### src/rtl/pong_raster_renderer.sv
// VGA-style raster scanner that draws the pong ball and paddles from frame-start snapshots.
// Optional centre net is enabled by defining PONG_RENDER_NET_EN.
module pong_raster_renderer #(
  parameter int H_ACTIVE      = 640,
  parameter int H_FP          = 16,
  parameter int H_SYNC        = 96,
  parameter int H_BP          = 48,
  parameter int V_ACTIVE      = 480,
  parameter int V_FP          = 10,
  parameter int V_SYNC        = 2,
  parameter int V_BP          = 33,
  parameter int SCALE_SHIFT   = 3,
  parameter int PADDLE_EXTENT = 4
) (
  input  logic       i_clk,
  input  logic       i_reset,
  input  logic       i_pix_ce,
  input  logic [7:0] i_ball_x,
  input  logic [7:0] i_ball_y,
  input  logic [7:0] i_left_paddle_y,
  input  logic [7:0] i_right_paddle_y,
  output logic       o_hsync,
  output logic       o_vsync,
  output logic       o_pixel,
  output logic       o_active,
  output logic       o_frame_tick
);

  localparam int H_TOTAL = H_ACTIVE + H_FP + H_SYNC + H_BP;
  localparam int V_TOTAL = V_ACTIVE + V_FP + V_SYNC + V_BP;
  localparam int HW      = $clog2(H_TOTAL);
  localparam int VW      = $clog2(V_TOTAL);
  localparam int GW      = H_ACTIVE >> SCALE_SHIFT;

  localparam logic [HW-1:0] H_LAST       = HW'(H_TOTAL - 1);
  localparam logic [VW-1:0] V_LAST       = VW'(V_TOTAL - 1);
  localparam logic [HW-1:0] H_VIS_END    = HW'(H_ACTIVE);
  localparam logic [VW-1:0] V_VIS_END    = VW'(V_ACTIVE);
  localparam logic [HW-1:0] H_SYNC_START = HW'(H_ACTIVE + H_FP);
  localparam logic [HW-1:0] H_SYNC_END   = HW'(H_ACTIVE + H_FP + H_SYNC);
  localparam logic [VW-1:0] V_SYNC_START = VW'(V_ACTIVE + V_FP);
  localparam logic [VW-1:0] V_SYNC_END   = VW'(V_ACTIVE + V_FP + V_SYNC);
  localparam logic [7:0]    GX_LEFT      = 8'd0;
  localparam logic [7:0]    GX_RIGHT     = 8'(GW - 1);
  localparam logic [8:0]    PAD_EXT      = 9'(PADDLE_EXTENT);

  logic [HW-1:0] r_h_cnt;
  logic [VW-1:0] r_v_cnt;
  logic [7:0]    r_snap_ball_x;
  logic [7:0]    r_snap_ball_y;
  logic [7:0]    r_snap_left;
  logic [7:0]    r_snap_right;
  logic          r_hsync;
  logic          r_vsync;
  logic          r_pixel;
  logic          r_active;
  logic          r_frame_tick;

  logic          w_h_last;
  logic          w_v_last;
  logic          w_vis;
  logic          w_hsync_n;
  logic          w_vsync_n;
  logic [7:0]    w_gx;
  logic [7:0]    w_gy;
  logic          w_ball;
  logic          w_lpad;
  logic          w_rpad;
  logic          w_draw;
  logic          w_tick;

  // Paddle distance uses a 9-bit signed difference so rows never alias across the 8-bit wrap.
  function automatic logic [8:0] absDiff(input logic [7:0] a, input logic [7:0] b);
    logic signed [8:0] d;
    d = $signed({1'b0, a}) - $signed({1'b0, b});
    if (d < 0) absDiff = 9'(-d);
    else       absDiff = 9'(d);
  endfunction

  assign w_h_last  = (r_h_cnt == H_LAST);
  assign w_v_last  = (r_v_cnt == V_LAST);
  assign w_vis     = (r_h_cnt < H_VIS_END) && (r_v_cnt < V_VIS_END);
  assign w_hsync_n = (r_h_cnt >= H_SYNC_START) && (r_h_cnt < H_SYNC_END);
  assign w_vsync_n = (r_v_cnt >= V_SYNC_START) && (r_v_cnt < V_SYNC_END);
  assign w_gx      = 8'(r_h_cnt >> SCALE_SHIFT);
  assign w_gy      = 8'(r_v_cnt >> SCALE_SHIFT);
  assign w_tick    = (r_h_cnt == '0) && (r_v_cnt == V_VIS_END);

  assign w_ball = (w_gx == r_snap_ball_x) && (w_gy == r_snap_ball_y);
  assign w_lpad = (w_gx == GX_LEFT)  && (absDiff(w_gy, r_snap_left)  <= PAD_EXT);
  assign w_rpad = (w_gx == GX_RIGHT) && (absDiff(w_gy, r_snap_right) <= PAD_EXT);

`ifdef PONG_RENDER_NET_EN
  localparam logic [7:0] GX_NET = 8'(GW >> 1);
  logic w_net;
  assign w_net  = (w_gx == GX_NET) && !w_gy[1];
  assign w_draw = w_ball || w_lpad || w_rpad || w_net;
`else
  assign w_draw = w_ball || w_lpad || w_rpad;
`endif

  always_ff @(posedge i_clk) begin
    if (i_reset) begin
      r_h_cnt <= '0;
      r_v_cnt <= '0;
    end else if (i_pix_ce) begin
      if (w_h_last) begin
        r_h_cnt <= '0;
        r_v_cnt <= w_v_last ? '0 : r_v_cnt + VW'(1);
      end else begin
        r_h_cnt <= r_h_cnt + HW'(1);
      end
    end
  end

  // Positions are latched on the last strobe of the frame so a whole frame shows one game state.
  always_ff @(posedge i_clk) begin
    if (i_reset) begin
      r_snap_ball_x <= '0;
      r_snap_ball_y <= '0;
      r_snap_left   <= '0;
      r_snap_right  <= '0;
    end else if (i_pix_ce && w_h_last && w_v_last) begin
      r_snap_ball_x <= i_ball_x;
      r_snap_ball_y <= i_ball_y;
      r_snap_left   <= i_left_paddle_y;
      r_snap_right  <= i_right_paddle_y;
    end
  end

  always_ff @(posedge i_clk) begin
    if (i_reset) begin
      r_hsync      <= 1'b1;
      r_vsync      <= 1'b1;
      r_pixel      <= 1'b0;
      r_active     <= 1'b0;
      r_frame_tick <= 1'b0;
    end else begin
      r_frame_tick <= 1'b0;
      if (i_pix_ce) begin
        r_hsync      <= ~w_hsync_n;
        r_vsync      <= ~w_vsync_n;
        r_pixel      <= w_vis && w_draw;
        r_active     <= w_vis;
        r_frame_tick <= w_tick;
      end
    end
  end

  assign o_hsync      = r_hsync;
  assign o_vsync      = r_vsync;
  assign o_pixel      = r_pixel;
  assign o_active     = r_active;
  assign o_frame_tick = r_frame_tick;

endmodule

### config.mk
export PLATFORM = sky130hd
export DESIGN_NAME = pong_raster_renderer
export DESIGN_NICKNAME = d
export VERILOG_FILES = /design/src/rtl/pong_raster_renderer.sv
export SDC_FILE = /design/constraint.sdc
export NUM_CORES = 1
export LEC_CHECK = 0
export CORE_ASPECT_RATIO = 1.5
export CORE_UTILIZATION = 30
export CTS_CLUSTER_SIZE = 16
export DETAILED_ROUTE_END_ITERATION = 10
export GPL_ROUTABILITY_DRIVEN = 0
export GPL_TIMING_DRIVEN = 0
export MAX_ROUTING_LAYER = met4
export PLACE_DENSITY_LB_ADDON = 0.2
export SKIP_CTS_REPAIR_TIMING = 1
export SLEW_MARGIN = 20
export SYNTH_ARGS = -nofsm -noshare
export SYNTH_HDL_FRONTEND = slang
export SYNTH_SLANG_ARGS = --single-unit
### constraint.sdc
create_clock -name i_clk -period 3.5 [get_ports i_clk]
set_clock_uncertainty 0.15 [all_clocks]
set_input_delay 0.7 -clock i_clk [delete_from_list [all_inputs] [get_ports i_clk]]
set_output_delay 0.7 -clock i_clk [all_outputs]
set_load 0.005 [all_outputs]
==> impl_results.md <==
- Result of the run: completed
- Startpoint of the worst register-to-register path: r_v_cnt[3]
- Routed wire length per instance: 13.81 um
- Depth of the most critical reg-to-reg path: 11
- Fraction of layout cells with a size suffix above 1: approximately 5.7%
- Area share of the largest cell type after synthesis: 32.97%
- Fraction of synthesis flops using an asynchronous set or reset pin: 0%
- YS warnings: 0
- Critical Path Stages: 11
- Largest family of logic cells by synthesized area: simple AND/OR/NAND/NOR gates
- Iteration-0 DRC count of the detailed router: 123
- Critical path endpoint category: flop
- H-Tree Depth: 3
- Slowest cell on crit path: or4b_1
- Total buffers and inverters traversed by the critical path: 2
- Maximum clock insertion buffer count: 2
- Adder-cell area share of the yosys netlist: between 7 and 8%
- Antenna violations before repair: 0
- Area after detailed placement: 4025 um2
- Initial Utilization: between 30% and 40%
- Pwr dens: ~390 nW/um2
- Width of the chip: roughly 90 um
- Final ANT Viol Nets: 0
- Average cell area after synthesis: approximately 7.6 um2
- Total core area: approximately 11000 um2
- Final worst path period share: a little over nine tenths
- Reg2Reg Setup Slack: around 0.19 ns
- Final Net Count: around 560
- Maximum operating frequency: about 300 MHz
- Family with the most delay on the worst path: compound AO/OA/AOI/OAI gates
- Fraction of power consumed by combinational cells: under 10%
- Largest net degree at the start of global routing: 11
- I/O Pins: 40
- Antenna diode count: 0
- Crit Path Category: flop to flop
- Transition time of the tightest slew-check pin: roughly 0.67 ns
- Share of the synthesized netlist area taken by xor and xnor gates: ~11%
- Total vias in the final route: 3177
- Worst-case hold slack: roughly 0.31 ns
- First-pass GRT wire length: ~15000 um
- Fillers: about 1100
- Setup repair after global routing missed its margin: false
- Per-cell via count in the routed design: 4.843
- Residual overflow from global routing: 0
- Maximum fanout along the worst path: 7
- Global router's overall resource usage: about 17%
- DIE HEIGHT: 133.5 um
- Total die area: between 10000 and 15000 um2
- Post-route standard cell area excluding fillers: between 4000 and 5000 um2
- Standby leakage power: approximately 1.6 nW
- Worst-path clk slew: ~0.050 ns
- Net count after synthesis: between 500 and 600
- Total clock buffers created by CTS: 9
- Final number of setup-violating endpoints: 0
- PnR Total Power: between 1.5 and 2 mW
- Crit path required time: around 3.6 ns
- P_int: about 1.4 mW
- Hold Crit Depth: 2
- Post-Syn Area: roughly 3500 um2
- Drc violations: 0
- Power dissipated by switching net loads: ~0.34 mW
- Share of total power in the clock network: between 50% and 60%
- Number of synthesized register bits: 57
- Port bufs: 38
- Register share of total power: 38.8%
- Wire length reported by the detailed router: ~9100 um
- Clk Latency, worst-skew pair: approximately 0.33 ns
- Final TNS setup: 0 ns
- Clock Sinks: 57
- Endpoint of the worst-slack reg-to-reg timing path: o_pixel
- Sequence of cells on the critical path: inv_2, ha_1, inv_1, fa_1, a21o_1, a21oi_2, xor2_1, o211ai_1, or4b_1, a221o_1, o21ai_2
- Kind of launch point of the worst setup path: flop
- Final number of hold-violating endpoints: 0
- Most common cell after layout, fill and taps aside: nand2_1
- Maximum resistive drop on vdd: around 0.22 mV
- Post-layout minimum cycle time: 3.312 ns
- Post-Synth Simple-Gate Area: ~26%
- Fin. max-slew vios: 0
- Pre-Repair DR Iteration Count: 5
- Cell types with the largest area share after synthesis: dfxtp_1 33%, nand2_1 9.4%, xor2_1 6.6%
- Cell taking the most area after synthesis: dfxtp_1
- EDFF count, synth: 0
- Delay of the slowest cell on the worst path: between 0.5 and 0.6 ns
- Startpoint of the lowest-slack hold path: r_snap_right[5]
- Number of distinct standard cells referenced by the synthesized netlist: 49
- Most frequent cells in the layout: 87 x nand2_1, 57 x dfxtp_1, 40 x nor2_1, 40 x a21oi_1, 38 x clkdlybuf4s50_1
- Syn-to-layout area delta: 25.74%
- # rows: 47
- HPWL reported at the end of detailed placement: between 7000 and 8000 um
- Vias in the first global route: slightly above 3000
- Class of the tightest hold or removal check: flop to flop
- Flip-flop cell with the highest count after synthesis: dfxtp_1
- Area fraction in compound gates after synthesis: roughly 16%
- TritonCTS clock tree: built
- Sw frac: around 20%
- Final Core Density: 39.15%
- Worst-case headroom to the max-slew limit: 55.23%
- CP arrival: 3.41 ns
- Syn Inst Count: ~460
- Number of violations of the max-capacitance limit: 0
- Clock tree root buffer cell: clkbuf_16
- Portion of netlist area occupied by mux cells: less than 1%
- End point of the worst hold path: r_snap_right[5]
- Seq/Total Area, Yosys: between 30% and 40%
[final cells by class]
type                    count  area [um2]  area share [%]
inverters                  23       86.33           1.984
clock buffers              11       252.7           5.808
multi-input cells         351        2127           48.88
plain buffers              24       102.6           2.358
repair buffers             38       380.4           8.741
clock inverters             5       77.57           1.783
well taps                 147       183.9           4.227
flip-flops and latches     57        1141           26.22
[per-layer routing]
metal | routed length [um] | track usage (%) | vias up | part of all wire (%)
met5 | 0 | - | - | 0
met4 | 239 | 8.025 | 0 | 2.6
met3 | 305 | 2.850 | 16 | 3.4
met2 | 4865 | 29.88 | 56 | 54
met1 | 3651 | 17.87 | 1465 | 40
li1 | - | - | 1640 | -
[worst min-delay path, delay by kind of cell (launching register included)]
family           cells  cell delay [ns]
flip-flops           1             0.31
AO/OA/AOI/OAI        1             0.05
AND/OR/NAND/NOR      1             0.05
[cell usage after synthesis, types with 3 or more instances]
cell type,number
a21o_1,4
xor2_1,26
a21oi_1,40
clkbuf_1,20
nand2_1,87
buf_2,4
nor4_1,6
o21a_1,3
nor3_1,11
a211oi_1,3
inv_1,23
dfxtp_1,57
nand2b_1,12
nor2_1,40
nand4_1,10
a31oi_1,3
o21ai_0,9
o21ai_1,7
a211o_1,3
ha_1,18
xnor2_1,19
nand3_1,10
nor2b_1,5
or4b_1,3
[stage by stage]
stage,std cells,setup slack (ns)
4_1_cts,657,0.02535
3_5_place_dp,641,0.05507
6_report,656,0.1883
5_1_grt,656,0.01928
2_1_floorplan,456,0.4936
3_3_place_gp,641,0.09039
[kinds of logic (layout without fill, tap and decap cells)]
family	after synthesis	after routing
AND/OR/NAND/NOR	195	195
adder cells (fa/ha/maj)	20	20
XOR/XNOR	45	45
buffers and inverters	48	101
AO/OA/AOI/OAI	89	89
multiplexers	2	2
flip-flops	57	57
[power by group through the flow]
stage	clock (mW)	combinational [mW]	sequential [mW]
final	0.962	0.0776	0.658
after CTS	0.978	0.0789	0.658
after global placement	0	0.0788	0.672
after floorplan	0	0.0270	0.671
after global routing	1.01	0.0845	0.658
after detailed placement	0	0.0784	0.672
[state kept, by name (all words and copies together), names as in the netlist]
| register | flops |
|---|---|
| r_h_cnt | 10 |
| r_v_cnt | 10 |
| r_snap_ball_x | 8 |
| r_snap_ball_y | 8 |
| r_snap_left | 8 |
| r_snap_right | 8 |
| o_active | 1 |
| o_frame_tick | 1 |
| o_hsync | 1 |
| o_pixel | 1 |
| o_vsync | 1 |
[how the worst max path moves through the flow]
stage                           from       to  slack (ns)
final                     r_v_cnt[3]  o_pixel        0.19
after global routing      r_v_cnt[3]  o_pixel        0.02
after CTS                 r_v_cnt[3]  o_pixel        0.03
after detailed placement  r_v_cnt[3]  o_pixel        0.06
after global placement    r_v_cnt[3]  o_pixel        0.09
after floorplan           r_v_cnt[3]  o_pixel        0.49
No activity file was read; power rests on OpenSTA's default activity.
